`config.mk`:
```
export PLATFORM = sky130hd
export DESIGN_NAME = inst_encoder_loader_flat
export DESIGN_NICKNAME = d
export VERILOG_FILES = /design/src/rtl/inst_encoder_loader_if.sv /design/src/rtl/inst_encoder_loader.sv /design/src/flat_wrapper.sv
export SDC_FILE = /design/constraint.sdc
export NUM_CORES = 1
export LEC_CHECK = 0
export CAP_MARGIN = 20
export CELL_PAD_IN_SITES_DETAIL_PLACEMENT = 1
export CELL_PAD_IN_SITES_GLOBAL_PLACEMENT = 1
export CORE_ASPECT_RATIO = 0.7
export CORE_MARGIN = 2
export CORE_UTILIZATION = 32
export CTS_CLUSTER_DIAMETER = 50
export CTS_CLUSTER_SIZE = 24
export DETAILED_ROUTE_END_ITERATION = 10
export GPL_TIMING_DRIVEN = 0
export PLACE_DENSITY_LB_ADDON = 0.08
export SYNTH_ARGS = -nofsm -noshare
export SYNTH_HDL_FRONTEND = slang
export SYNTH_SLANG_ARGS = --single-unit
```
`constraint.sdc`:
```
create_clock -name clk -period 1.9 [get_ports clk]
set_input_delay 0.38 -clock clk [delete_from_list [all_inputs] [get_ports clk]]
set_output_delay 0.38 -clock clk [all_outputs]
set_load 0.02 [all_outputs]
```
`src/rtl/inst_encoder_loader_if.sv`:
```
// Descriptor handshake and instruction-memory write bus for the loader.
interface inst_encoder_loader_if #(
  parameter int unsigned ADDR_W = 10
);
  logic              in_valid;
  logic              in_ready;
  logic [4:0]        in_mnem;
  logic [4:0]        in_rs;
  logic [4:0]        in_rt;
  logic [4:0]        in_rd;
  logic [4:0]        in_shamt;
  logic [15:0]       in_imm;
  logic [25:0]       in_target;
  logic              in_last;
  logic              imem_we;
  logic [ADDR_W-1:0] imem_addr;
  logic [31:0]       imem_wdata;
  logic              imem_ack;

  // Host and memory side: drives descriptors and write acknowledges.
  modport master (
    output in_valid, in_mnem, in_rs, in_rt, in_rd, in_shamt, in_imm, in_target, in_last,
    output imem_ack,
    input  in_ready, imem_we, imem_addr, imem_wdata
  );

  // Loader side.
  modport slave (
    input  in_valid, in_mnem, in_rs, in_rt, in_rd, in_shamt, in_imm, in_target, in_last,
    input  imem_ack,
    output in_ready, imem_we, imem_addr, imem_wdata
  );
endinterface

```
`src/rtl/inst_encoder_loader.sv`:
```
// Encodes decoded instruction descriptors into MIPS words and writes them
// to instruction memory at sequential word addresses.
module inst_encoder_loader #(
  parameter int unsigned ADDR_W = 10
) (
  input  logic                       clk,
  input  logic                       rst_n,
  input  logic                       start,
  inst_encoder_loader_if.slave       bus,
  output logic [ADDR_W:0]            count,
  output logic                       done,
  output logic                       err_illegal,
  output logic                       err_overflow
);

  localparam int unsigned CNT_W = ADDR_W + 1;

  localparam logic [4:0] MN_SLL     = 5'd3;
  localparam logic [4:0] MN_SRA     = 5'd4;
  localparam logic [4:0] MN_SRL     = 5'd5;
  localparam logic [4:0] MN_JR      = 5'd11;
  localparam logic [4:0] MN_SYSCALL = 5'd12;

  typedef enum logic [1:0] {
    IDLE  = 2'd0,
    WRITE = 2'd1,
    DONE  = 2'd2
  } state_t;

  state_t      state;
  logic        last_q;

  logic        legal_c;
  logic        r_type_c;
  logic        j_type_c;
  logic        shift_c;
  logic [5:0]  code_c;
  logic [4:0]  rs_f_c;
  logic [4:0]  rt_f_c;
  logic [4:0]  rd_f_c;
  logic [4:0]  sh_f_c;
  logic [31:0] word_c;

  // Mnemonic decode and field assembly for the incoming descriptor.
  always_comb begin
    legal_c  = 1'b1;
    r_type_c = 1'b0;
    j_type_c = 1'b0;
    code_c   = 6'h00;
    case (bus.in_mnem)
      5'd0:  begin r_type_c = 1'b1; code_c = 6'h20; end // ADD
      5'd1:  begin r_type_c = 1'b1; code_c = 6'h21; end // ADDU
      5'd2:  begin r_type_c = 1'b1; code_c = 6'h24; end // AND
      5'd3:  begin r_type_c = 1'b1; code_c = 6'h00; end // SLL
      5'd4:  begin r_type_c = 1'b1; code_c = 6'h03; end // SRA
      5'd5:  begin r_type_c = 1'b1; code_c = 6'h02; end // SRL
      5'd6:  begin r_type_c = 1'b1; code_c = 6'h22; end // SUB
      5'd7:  begin r_type_c = 1'b1; code_c = 6'h25; end // OR
      5'd8:  begin r_type_c = 1'b1; code_c = 6'h27; end // NOR
      5'd9:  begin r_type_c = 1'b1; code_c = 6'h2A; end // SLT
      5'd10: begin r_type_c = 1'b1; code_c = 6'h2B; end // SLTU
      5'd11: begin r_type_c = 1'b1; code_c = 6'h08; end // JR
      5'd12: begin r_type_c = 1'b1; code_c = 6'h0C; end // SYSCALL
      5'd13: code_c = 6'h08;                             // ADDI
      5'd14: code_c = 6'h09;                             // ADDIU
      5'd15: code_c = 6'h0C;                             // ANDI
      5'd16: code_c = 6'h0D;                             // ORI
      5'd17: code_c = 6'h23;                             // LW
      5'd18: code_c = 6'h2B;                             // SW
      5'd19: code_c = 6'h04;                             // BEQ
      5'd20: code_c = 6'h05;                             // BNE
      5'd21: code_c = 6'h0A;                             // SLTI
      5'd22: begin j_type_c = 1'b1; code_c = 6'h02; end // J
      5'd23: begin j_type_c = 1'b1; code_c = 6'h03; end // JAL
      default: legal_c = 1'b0;
    endcase

    shift_c = (bus.in_mnem == MN_SLL) || (bus.in_mnem == MN_SRA) || (bus.in_mnem == MN_SRL);
    rs_f_c  = bus.in_rs;
    rt_f_c  = bus.in_rt;
    rd_f_c  = bus.in_rd;
    sh_f_c  = 5'd0;
    if (shift_c) begin
      rs_f_c = 5'd0;
      sh_f_c = bus.in_shamt;
    end
    if (bus.in_mnem == MN_JR) begin
      rt_f_c = 5'd0;
      rd_f_c = 5'd0;
    end

    if (r_type_c) begin
      word_c = {6'b000000, rs_f_c, rt_f_c, rd_f_c, sh_f_c, code_c};
    end else if (j_type_c) begin
      word_c = {code_c, bus.in_target};
    end else begin
      word_c = {code_c, bus.in_rs, bus.in_rt, bus.in_imm};
    end
    if (bus.in_mnem == MN_SYSCALL) begin
      word_c = {26'd0, code_c};
    end
  end

  // Load sequencer: accept, hold the write until acked, then finish or continue.
  always_ff @(posedge clk or negedge rst_n) begin
    if (!rst_n) begin
      state          <= IDLE;
      last_q         <= 1'b0;
      bus.in_ready   <= 1'b1;
      bus.imem_we    <= 1'b0;
      bus.imem_addr  <= '0;
      bus.imem_wdata <= '0;
      count          <= '0;
      done           <= 1'b0;
      err_illegal    <= 1'b0;
      err_overflow   <= 1'b0;
    end else begin
      case (state)
        IDLE: begin
          if (bus.in_valid) begin
            if (legal_c && !count[ADDR_W]) begin
              bus.imem_wdata <= word_c;
              bus.imem_we    <= 1'b1;
              bus.in_ready   <= 1'b0;
              last_q         <= bus.in_last;
              state          <= WRITE;
            end else begin
              // Skipped descriptor: flag it, but still honour in_last.
              if (!legal_c) begin
                err_illegal <= 1'b1;
              end else begin
                err_overflow <= 1'b1;
              end
              if (bus.in_last) begin
                bus.in_ready <= 1'b0;
                done         <= 1'b1;
                state        <= DONE;
              end
            end
          end
        end
        WRITE: begin
          if (bus.imem_ack) begin
            bus.imem_we   <= 1'b0;
            bus.imem_addr <= bus.imem_addr + ADDR_W'(1);
            if (!count[ADDR_W]) begin
              count <= count + CNT_W'(1);
            end
            if (last_q) begin
              done  <= 1'b1;
              state <= DONE;
            end else begin
              bus.in_ready <= 1'b1;
              state        <= IDLE;
            end
          end
        end
        DONE: begin
          if (start) begin
            bus.imem_addr <= '0;
            count         <= '0;
            err_illegal   <= 1'b0;
            err_overflow  <= 1'b0;
            done          <= 1'b0;
            bus.in_ready  <= 1'b1;
            state         <= IDLE;
          end
        end
        default: begin
          bus.in_ready <= 1'b1;
          bus.imem_we  <= 1'b0;
          state        <= IDLE;
        end
      endcase
    end
  end

endmodule

```
`src/flat_wrapper.sv`:
```
// flat-port wrapper written by rule: the top's interface ports become plain ports
module inst_encoder_loader_flat 
#(
  parameter int unsigned ADDR_W = 10
)
  (clk, rst_n, start, count, done, err_illegal, err_overflow, bus_in_valid, bus_in_mnem, bus_in_rs, bus_in_rt, bus_in_rd, bus_in_shamt, bus_in_imm, bus_in_target, bus_in_last, bus_imem_ack, bus_in_ready, bus_imem_we, bus_imem_addr, bus_imem_wdata);
  inst_encoder_loader_if #(.ADDR_W(ADDR_W)) bus_i ();
  input  logic clk;
  input  logic rst_n;
  input  logic start;
  output logic [ADDR_W:0] count;
  output logic done;
  output logic err_illegal;
  output logic err_overflow;
  input wire logic [$bits(bus_i.in_valid)-1:0] bus_in_valid;
  input wire logic [$bits(bus_i.in_mnem)-1:0] bus_in_mnem;
  input wire logic [$bits(bus_i.in_rs)-1:0] bus_in_rs;
  input wire logic [$bits(bus_i.in_rt)-1:0] bus_in_rt;
  input wire logic [$bits(bus_i.in_rd)-1:0] bus_in_rd;
  input wire logic [$bits(bus_i.in_shamt)-1:0] bus_in_shamt;
  input wire logic [$bits(bus_i.in_imm)-1:0] bus_in_imm;
  input wire logic [$bits(bus_i.in_target)-1:0] bus_in_target;
  input wire logic [$bits(bus_i.in_last)-1:0] bus_in_last;
  input wire logic [$bits(bus_i.imem_ack)-1:0] bus_imem_ack;
  output wire logic [$bits(bus_i.in_ready)-1:0] bus_in_ready;
  output wire logic [$bits(bus_i.imem_we)-1:0] bus_imem_we;
  output wire logic [$bits(bus_i.imem_addr)-1:0] bus_imem_addr;
  output wire logic [$bits(bus_i.imem_wdata)-1:0] bus_imem_wdata;
  assign bus_i.in_valid = bus_in_valid;
  assign bus_i.in_mnem = bus_in_mnem;
  assign bus_i.in_rs = bus_in_rs;
  assign bus_i.in_rt = bus_in_rt;
  assign bus_i.in_rd = bus_in_rd;
  assign bus_i.in_shamt = bus_in_shamt;
  assign bus_i.in_imm = bus_in_imm;
  assign bus_i.in_target = bus_in_target;
  assign bus_i.in_last = bus_in_last;
  assign bus_i.imem_ack = bus_imem_ack;
  assign bus_in_ready = bus_i.in_ready;
  assign bus_imem_we = bus_i.imem_we;
  assign bus_imem_addr = bus_i.imem_addr;
  assign bus_imem_wdata = bus_i.imem_wdata;
  inst_encoder_loader #(.ADDR_W(ADDR_W)) u_core (.clk(clk), .rst_n(rst_n), .start(start), .bus(bus_i), .count(count), .done(done), .err_illegal(err_illegal), .err_overflow(err_overflow));
endmodule
```
Yosys cells after proc, flatten, opt, wreduce, memory -nomap -nowiden
Cells that the tools add are included.

storage, ports and cells
  bits in registers = 61
  input bits = 73
  output and inout port bits = 58
  logic and storage cells = 128

cells by class
  $add $sub $neg = 2
  equality and inequality tests = 37
  multiplexer cells = 51
  bitwise operators = 1
  reduce and logical (&&, ||, !) cells = 26

operators by type and width
  kind                                                  count
  one-hot mux 6 bit (18 select lines)                   1
  2-to-1 mux 32 bit                                     2
  equality test 5 x 4 -> 1 bit (second input constant)  8
  equality test 5 bit (second input constant)           8
  2-to-1 mux 11 bit                                     3
  2-to-1 mux 26 bit                                     1
  2-to-1 mux 1 bit                                      24
  OR reduction 24 bit                                   1
  one-hot mux 11 bit (2 select lines)                   1
  equality test 5 x 3 -> 1 bit (second input constant)  4
  2-to-1 mux 10 bit                                     2
  2-to-1 mux 5 bit                                      4
  one-hot mux 10 bit (2 select lines)                   1
  != test 2 bit (second input constant)                 8
  AND reduction 5 bit                                   3
  OR reduction 13 bit                                   1
  2-to-1 mux 2 bit                                      6
  AND reduction 4 bit                                   3
  OR reduction 2 bit                                    6
  adder 11 x 1 -> 11 bit (second input constant)        1
  adder 10 x 1 -> 10 bit (second input constant)        1
  equality test 5 x 2 -> 1 bit (second input constant)  2
  one-hot mux 1 bit (3 select lines)                    3
  AND reduction 7 bit                                   1
  16 further kinds                                      22

Longest topological paths before layout
Gate-level depths: netlist of the first run.

  depth after elaboration = 7
  depth in mapped cells = 7
  mapped depth without buffers = 5

Worst setup path after synthesis of the first run
No wires, ideal clock.

  kind = input -> register
  from = input port bus_in_mnem[3]
  to = register u_core.bus.imem_wdata[11]
  library setup time = 126 ps
  arrival time = 1,533 ps
  data required time = 1,774 ps
  setup slack = 241 ps
  stages = 5
  buffers on the path = 2
  cells stage by stage = buf_2 a211oi_4 nand3_2 buf_2 a221o_1

on the way
  cells in the longest elaborated chain, start to end = 6
  elaborated cells on any way between the ends = 36
  classes of those cells = eq/ne (23); mux (7); reduce/logical (6)

ends and longest elaborated chain
  element                                                      RTL line                      text
  start: declaration                                           flat_wrapper.sv:16            input wire logic [$bits(bus_i.in_mnem)-1:0] bus_in_mnem;
  branches (longest 6 deep; another with OR reduction 24 bit)  -
  end signal: assignment                                       inst_encoder_loader.sv:122    bus.imem_wdata <= word_c;
  end: declaration                                             inst_encoder_loader_if.sv:31  output in_ready, imem_we, imem_addr, imem_wdata

Several ways; the timed one is not identified.
A chain may end at the register's enable or synchronous reset.

Final worst setup path of the first run
  from = register u_core.bus.in_ready
  to = output port bus_in_ready

RTL lines
  element                   RTL line                      text
  start: declaration        inst_encoder_loader_if.sv:31
  start signal: assignment  inst_encoder_loader.sv:109    bus.in_ready <= 1'b1;
  start signal: assignment  inst_encoder_loader.sv:124    bus.in_ready <= 1'b0;
  start signal: assignment  inst_encoder_loader.sv:135    bus.in_ready <= 1'b0;
  end: declaration          flat_wrapper.sv:25            output wire logic [$bits(bus_i.in_ready)-1:0] bus_in_ready;

No word-level cell between the ends.

==> flow_summary.json, run 1 <==
{
  "syn-num-nets": 434,
  "setup_ws_ps": 43.59,
  "synth.ff_latch_count": 60,
  "layoutNonFillerInstCount": 635,
  "fp.dieH_um": 89.92,
  "synthCells": 359,
  "worst_pin_slew_ps": 787.3,
  "place_congestion": 0.8301,
  "synth_enable_flop_cells": 0,
  "hold_buffers": 0,
  "outcome": "finished, final reports clean",
  "yosysSeqAreaShare_pct": 44.53,
  "max_freq_mhz": 538.7,
  "overflow": 0,
  "antenna_left": 0,
  "rsz0062_at_grt": "false",
  "min_period_ps": 1856,
  "nNetsFinal": 574,
  "crit_slowest_cell": "clkdlybuf4s50_1",
  "cpPeakStageDelay_ps": 600,
  "cts_tree": "built",
  "max_cap_viol_count": 0,
  "io_buffers": 127,
  "cp-startpoint": "u_core.bus.in_ready$_DFFE_PN1P_",
  "slew_headroom_pct": 47.51,
  "path_buf_inv": 1,
  "fp-row-count": 31,
  "finalClockSkew_ps": 5.086,
  "crit_path_end_kind": "output pin",
  "crit_required_ps": 1520,
  "htree_levels": 3,
  "synth_area_leaders": "dfrtp_1, nand2_1, mux2i_1",
  "place_ws_ps": -580.0,
  "hold_viol": 0,
  "io_pins": 131,
  "start_util_pct": 32.71,
  "post_route_cells_drive_above_1_share_pct": 10.14,
  "finalCritPeriodShare_pct": 97.71,
  "worstSkewPairLatency_ps": 330,
  "coreArea_um2": 10320,
  "arrival_ps": 1480,
  "clock_path_buffers": 2,
  "yosysWarnings": 0,
  "cts.clk_slew.worst_paths_ps": 50,
  "cts_made_buffers": 9,
  "remaining_drc_errors": 0,
  "final_max_slew_viol_count": 0,
  "syn2layout_area_growth_pct": 52.65,
  "rr_startpoint": "u_core.state[0]$_DFFE_PN0P_",
  "rrSetupSlack_ps": 130,
  "path_delay_family": "buffers and inverters",
  "wirelength_um": 11340,
  "grt.total_usage_pct": 20.43,
  "insertedDiodeCount": 0,
  "synth_cell_types": 62,
  "synth_top_area_cell": "dfrtp_1",
  "viasPerCell": 5.159,
  "root_buffer": "clkbuf_16",
  "vdd_drop_max_v": 0.0006693,
  "antenna_found_initial": 0,
  "synth.top_cell.area_share_pct": 43.75,
  "grt_pass1_vias": 3457,
  "dr.first_iter.drc_count": 97,
  "hold_path.class": "input pin to async pin",
  "setup_viol": 0,
  "die_area_um2": 11400,
  "drt_first_pass_iters": 4,
  "critPathLaunchType": "flop",
  "grt_start_max_net_pins": 61,
  "grt_pass1_wl_um": 18380,
  "die_x_um": 126.7,
  "clock-sinks": 60,
  "wl_per_cell_um": 17.86,
  "mappedNetlistArea_um2": 3374,
  "path_cells": "clkdlybuf4s50_1",
  "synth-main-ff-cell": "dfrtp_1",
  "dp.cells": 618,
  "ys_async_sr_fraction_pct": 100.0,
  "power.leakage_uw": 0.002273,
  "p_per_area_nw_per_um2": 1260,
  "critPathKind": "flop to output pin",
  "vias": 3276,
  "cp_max_fo": 3,
  "synth.avg_cell_area_um2": 9.400,
  "hpwl_um": 8529
}
-- placed cells by master, fill, tap and decap left out, types with 3 or more instances in the layout --
cell / instances
mux2i_1: 20
nand2b_1: 7
a221o_1: 5
nand3b_1: 3
xor2_1: 7
clkbuf_16: 9
clkdlybuf4s50_1: 124
a31oi_1: 3
clkbuf_1: 9
nor2_1: 27
inv_1: 6
a21oi_1: 17
buf_2: 12
o2111ai_1: 3
o21ai_0: 12
buf_4: 9
xnor2_1: 6
nor2b_1: 3
nand4_1: 5
nand2_1: 54
o21a_1: 3
o31ai_1: 7
nor3_1: 3
o21ai_1: 10
dfrtp_1: 58
and2_1: 4
o22ai_1: 3
nand3_1: 10
o211ai_1: 7
and3_1: 5
-- worst reg2reg max path: stages (launching register included) --
cell,delay [ps]
dfrtp_2,470
a211oi_4,370
nand3_2,180
buf_2,250
a221o_1,380
-- what timing repair did --
action	4_1_cts	5_1_grt
pin swaps	0	4
endpoints found under the setup margin	15	21
gates resized for setup	4	10
setup buffers	0	3
-- sequential cells by signal, indices dropped and copies added (netlist names) --
signal,flops
u_core.bus.imem_addr,10
u_core.bus.imem_wdata,31
u_core.bus.imem_we,1
u_core.bus.in_ready,1
u_core.count,11
u_core.done,1
u_core.err_illegal,1
u_core.err_overflow,1
u_core.last_q,1
u_core.state,2
-- stage by stage --
| step | total power, µW | cell area [µm²] | TNS, ps | util, % | hold slack (ps) |
|---|---|---|---|---|---|
| floorplan | 3564 | 3374 | 0 | - | 84.41 |
| global placement | 4888 | 4811 | -113220 | 46.63 | 459.8 |
| detailed placement | 4973 | 4808 | -11570 | 46.60 | 472.5 |
| CTS | 6535 | 5110 | -215.0 | 49.53 | 170.6 |
| global route | 6883 | 5151 | 0 | 49.93 | 207.0 |
| finish | 6488 | 5151 | 0 | 49.93 | 136.0 |
-- kinds of logic (layout without fill, tap and decap cells) --
logic type	count (synthesis)	after routing	share of synthesized area [%]
simple gates	135	135	19.99
compound gates	94	94	20.21
flops	60	60	44.53
buf+inv	32	176	4.449
mux	22	22	6.600
xor+xnor	13	13	3.374
fa+ha+maj	2	2	0.7414
other cells	1	1	0.1111
-- metal layers --
metal | global-route usage (%) | share of wire, % | up-vias
met4 | 4.945 | 0.82 | 0
met2 | 31.40 | 44 | 73
li1 | - | - | 1573
met3 | 5.119 | 4.9 | 7
met5 | 0 | 0 | -
met1 | 29.02 | 50 | 1623
-- cell type report --
type / instances / area [µm²]
repair buffers: 130 / 1296
well taps: 132 / 165.2
clock buffers: 13 / 260.3
multi-input cells: 267 / 1762
inverters: 6 / 22.52
fillers: 1172 / 5166
flip-flops and latches: 60 / 1504
clock inverters: 2 / 10.01
plain buffers: 25 / 131.4
-- path summary, 6_finish.rpt --
check	depth (start not counted)	endpoint
max	1	bus_in_ready
min	1	u_core.bus.imem_addr[7]$_DFFE_PN0P_
max reg2reg	4	u_core.bus.imem_wdata[11]$_DFFE_PN0P_
min reg2reg	2	u_core.bus.imem_wdata[19]$_DFFE_PN0P_
max in group asynchronous	1	u_core.state[0]$_DFFE_PN0P_
min in group clk	2	u_core.state[1]$_DFFE_PN0P_
-- power breakdown --
| part | switching, µW | internal (µW) |
|---|---|---|
| sequential | 346 | 1730 |
| clock | 560 | 941 |
| combinational | 1530 | 1370 |
| total | 2440 | 4050 |
-- cells in the mapped netlist (2+ instances only) --
cell type	number
buf_4	3
clkbuf_1	8
o2111ai_1	3
and3_1	5
inv_1	6
and3b_1	2
a21oi_1	18
nand2_1	54
a221o_1	5
a31oi_1	3
nand3b_1	3
nand2b_1	7
nor2b_1	3
nand3_1	10
ha_1	2
a211oi_2	3
buf_2	15
o32a_1	2
xnor2_1	6
xor2_1	7
o21ai_0	12
mux2_2	2
and2_1	4
a22o_1	2
mux2i_1	20
nor2_1	27
nor3_1	3
nand4_1	5
o31ai_1	7
and4b_1	2
dfrtp_1	59
o211ai_1	7
o22ai_1	3
o21ai_1	10
o21a_1	3
and4_1	2
(Power assumes the default switching activity.)
==> run 2: changes to the inputs <==
- CTS_CLUSTER_DIAMETER: 50 -> 60
==> results of run 2 <==
The final DEF is identical to that of run 1; final timing and power are the same.
==> run 3: changes to the inputs <==
- CTS_BUF_LIST: not set -> sky130_fd_sc_hd__clkbuf_16
==> flow_summary.json, run 3 (same netlist as run 1, synthesis figures left out) <==
{
  "cts_tree": "built",
  "nNetsFinal": 574,
  "grt.total_usage_pct": 20.43,
  "htree_levels": 3,
  "io_pins": 131,
  "crit_slowest_cell": "clkdlybuf4s50_1",
  "rrSetupSlack_ps": 140,
  "path_buf_inv": 1,
  "path_cells": "clkdlybuf4s50_1",
  "root_buffer": "clkbuf_16",
  "final_util_pct": 49.73,
  "final_common_cell": "clkdlybuf4s50_1",
  "p_per_area_nw_per_um2": 1247,
  "crit_path_end_kind": "output pin",
  "rsz0062_at_grt": "false",
  "die_area_um2": 11400,
  "hpwl_um": 8529,
  "path_delay_family": "buffers and inverters",
  "r2r_end": "u_core.bus.imem_wdata[11]$_DFFE_PN0P_",
  "finalCritPeriodShare_pct": 97.61,
  "setup_ws_ps": 45.41,
  "cts_made_buffers": 9,
  "setup_viol": 0,
  "coreArea_um2": 10320,
  "grt_pass1_vias": 3448,
  "critPathLaunchType": "flop",
  "regMostFlops": "u_core.bus.imem_wdata",
  "wirelength_um": 11350,
  "fillCellCount": 1169,
  "worst_pin_slew_ps": 789.9,
  "layout_common_cells": "clkdlybuf4s50_1, dfrtp_1, nand2_1",
  "antenna_left": 0,
  "dr.first_iter.drc_count": 100,
  "cp_max_fo": 3,
  "io_buffers": 127,
  "remaining_drc_errors": 0,
  "clock_path_buffers": 2,
  "insertedDiodeCount": 0,
  "top_regs": "u_core.bus.imem_wdata (31), u_core.count (11), u_core.bus.imem_addr (10)",
  "place_ws_ps": -580.0,
  "post_route_cells_drive_above_1_share_pct": 9.742,
  "layoutNonFillerInstCount": 635,
  "power.leakage_uw": 0.002270,
  "vias": 3268,
  "hold_buffers": 0,
  "max_cap_viol_count": 0,
  "overflow": 0,
  "critPathKind": "flop to output pin",
  "vdd_drop_max_v": 0.0006645,
  "fp.dieH_um": 89.92,
  "antenna_found_initial": 0,
  "rr_startpoint": "u_core.state[0]$_DFFE_PN0P_",
  "finalClockSkew_ps": 5.086,
  "drt_first_pass_iters": 4,
  "largest_reg_flops": 31,
  "worstSkewPairLatency_ps": 330,
  "place_congestion": 0.8301,
  "slew_headroom_pct": 47.34,
  "cpPeakStageDelay_ps": 600,
  "cts.clk_slew.worst_paths_ps": 50,
  "fp-row-count": 31,
  "dp.cells": 618,
  "max_freq_mhz": 539.2,
  "arrival_ps": 1470,
  "hold_viol": 0,
  "wl_per_cell_um": 17.87,
  "placed_area_um2": 4808,
  "clock-sinks": 60,
  "outcome": "finished, final reports clean",
  "viasPerCell": 5.146,
  "grt_start_max_net_pins": 61,
  "worst-r2r-cell-count": 4,
  "design_area_um2": 5131,
  "min_period_ps": 1855,
  "final_max_slew_viol_count": 0,
  "start_util_pct": 32.71,
  "hold_path.class": "input pin to async pin",
  "crit_required_ps": 1520,
  "syn2layout_area_growth_pct": 52.06,
  "totalPowerFinal_uw": 6397,
  "grt_pass1_wl_um": 18350,
  "die_x_um": 126.7
}
run 3: where the power goes:
group / internal, µW / total, µW / switching, µW
Combinational: 1370 / 2910 / 1530
Clock: 849 / 1410 / 562
Sequential: 1730 / 2080 / 346
run 3: repair_timing:
action                     in CTS  in global routing
gates resized for setup         4                 10
setup buffers                   0                  3
pin swaps                       0                  4
gates cloned                    0                  0
setup endpoints to repair      15                 21
run 3: routing by layer:
| metal | vias to the layer above | track usage, % | share of wire, % |
|---|---|---|---|
| li1 | 1573 | - | - |
| met5 | - | 0 | 0 |
| met3 | 7 | 5.119 | 5.4 |
| met2 | 76 | 31.26 | 44 |
| met1 | 1612 | 29.14 | 49 |
| met4 | 0 | 4.945 | 0.82 |
run 3: through the flow:
stage	hold slack, ps	setup TNS, ps
final	134.6	0
after global routing	207.9	0
after CTS	171.1	-224.0
after detailed placement	472.5	-11570
after global placement	459.8	-113220
after floorplan	84.41	0
run 3: final cells by class:
type                            instances  area [µm²]  share of cell area [%]
Clock inverter                          6       25.02                  0.4877
Buffer                                 25       131.4                   2.560
Multi-Input combinational cell        267        1762                   34.33
Inverter                                6       22.52                  0.4389
Sequential cell                        60        1504                   29.31
Tap cell                              132       165.2                   3.219
Clock buffer                            9       225.2                   4.389
Timing Repair Buffer                  130        1296                   25.26
run 3: worst max-delay path by stage:
stage | depth (start not counted) | end | from
3_3_place_gp | 1 | u_core.bus.imem_wdata[25]$_DFFE_PN0P_ | rst_n
3_5_place_dp | 6 | u_core.bus.imem_wdata[5]$_DFFE_PN0P_ | bus_in_mnem[1]
4_1_cts | 6 | u_core.bus.imem_wdata[5]$_DFFE_PN0P_ | bus_in_mnem[1]
5_1_grt | 7 | u_core.bus.imem_wdata[15]$_DFFE_PN0P_ | bus_in_mnem[2]
6_report | 1 | bus_in_ready | u_core.bus.in_ready$_DFFE_PN1P_
2_1_floorplan | 5 | u_core.bus.imem_wdata[11]$_DFFE_PN0P_ | bus_in_mnem[3]
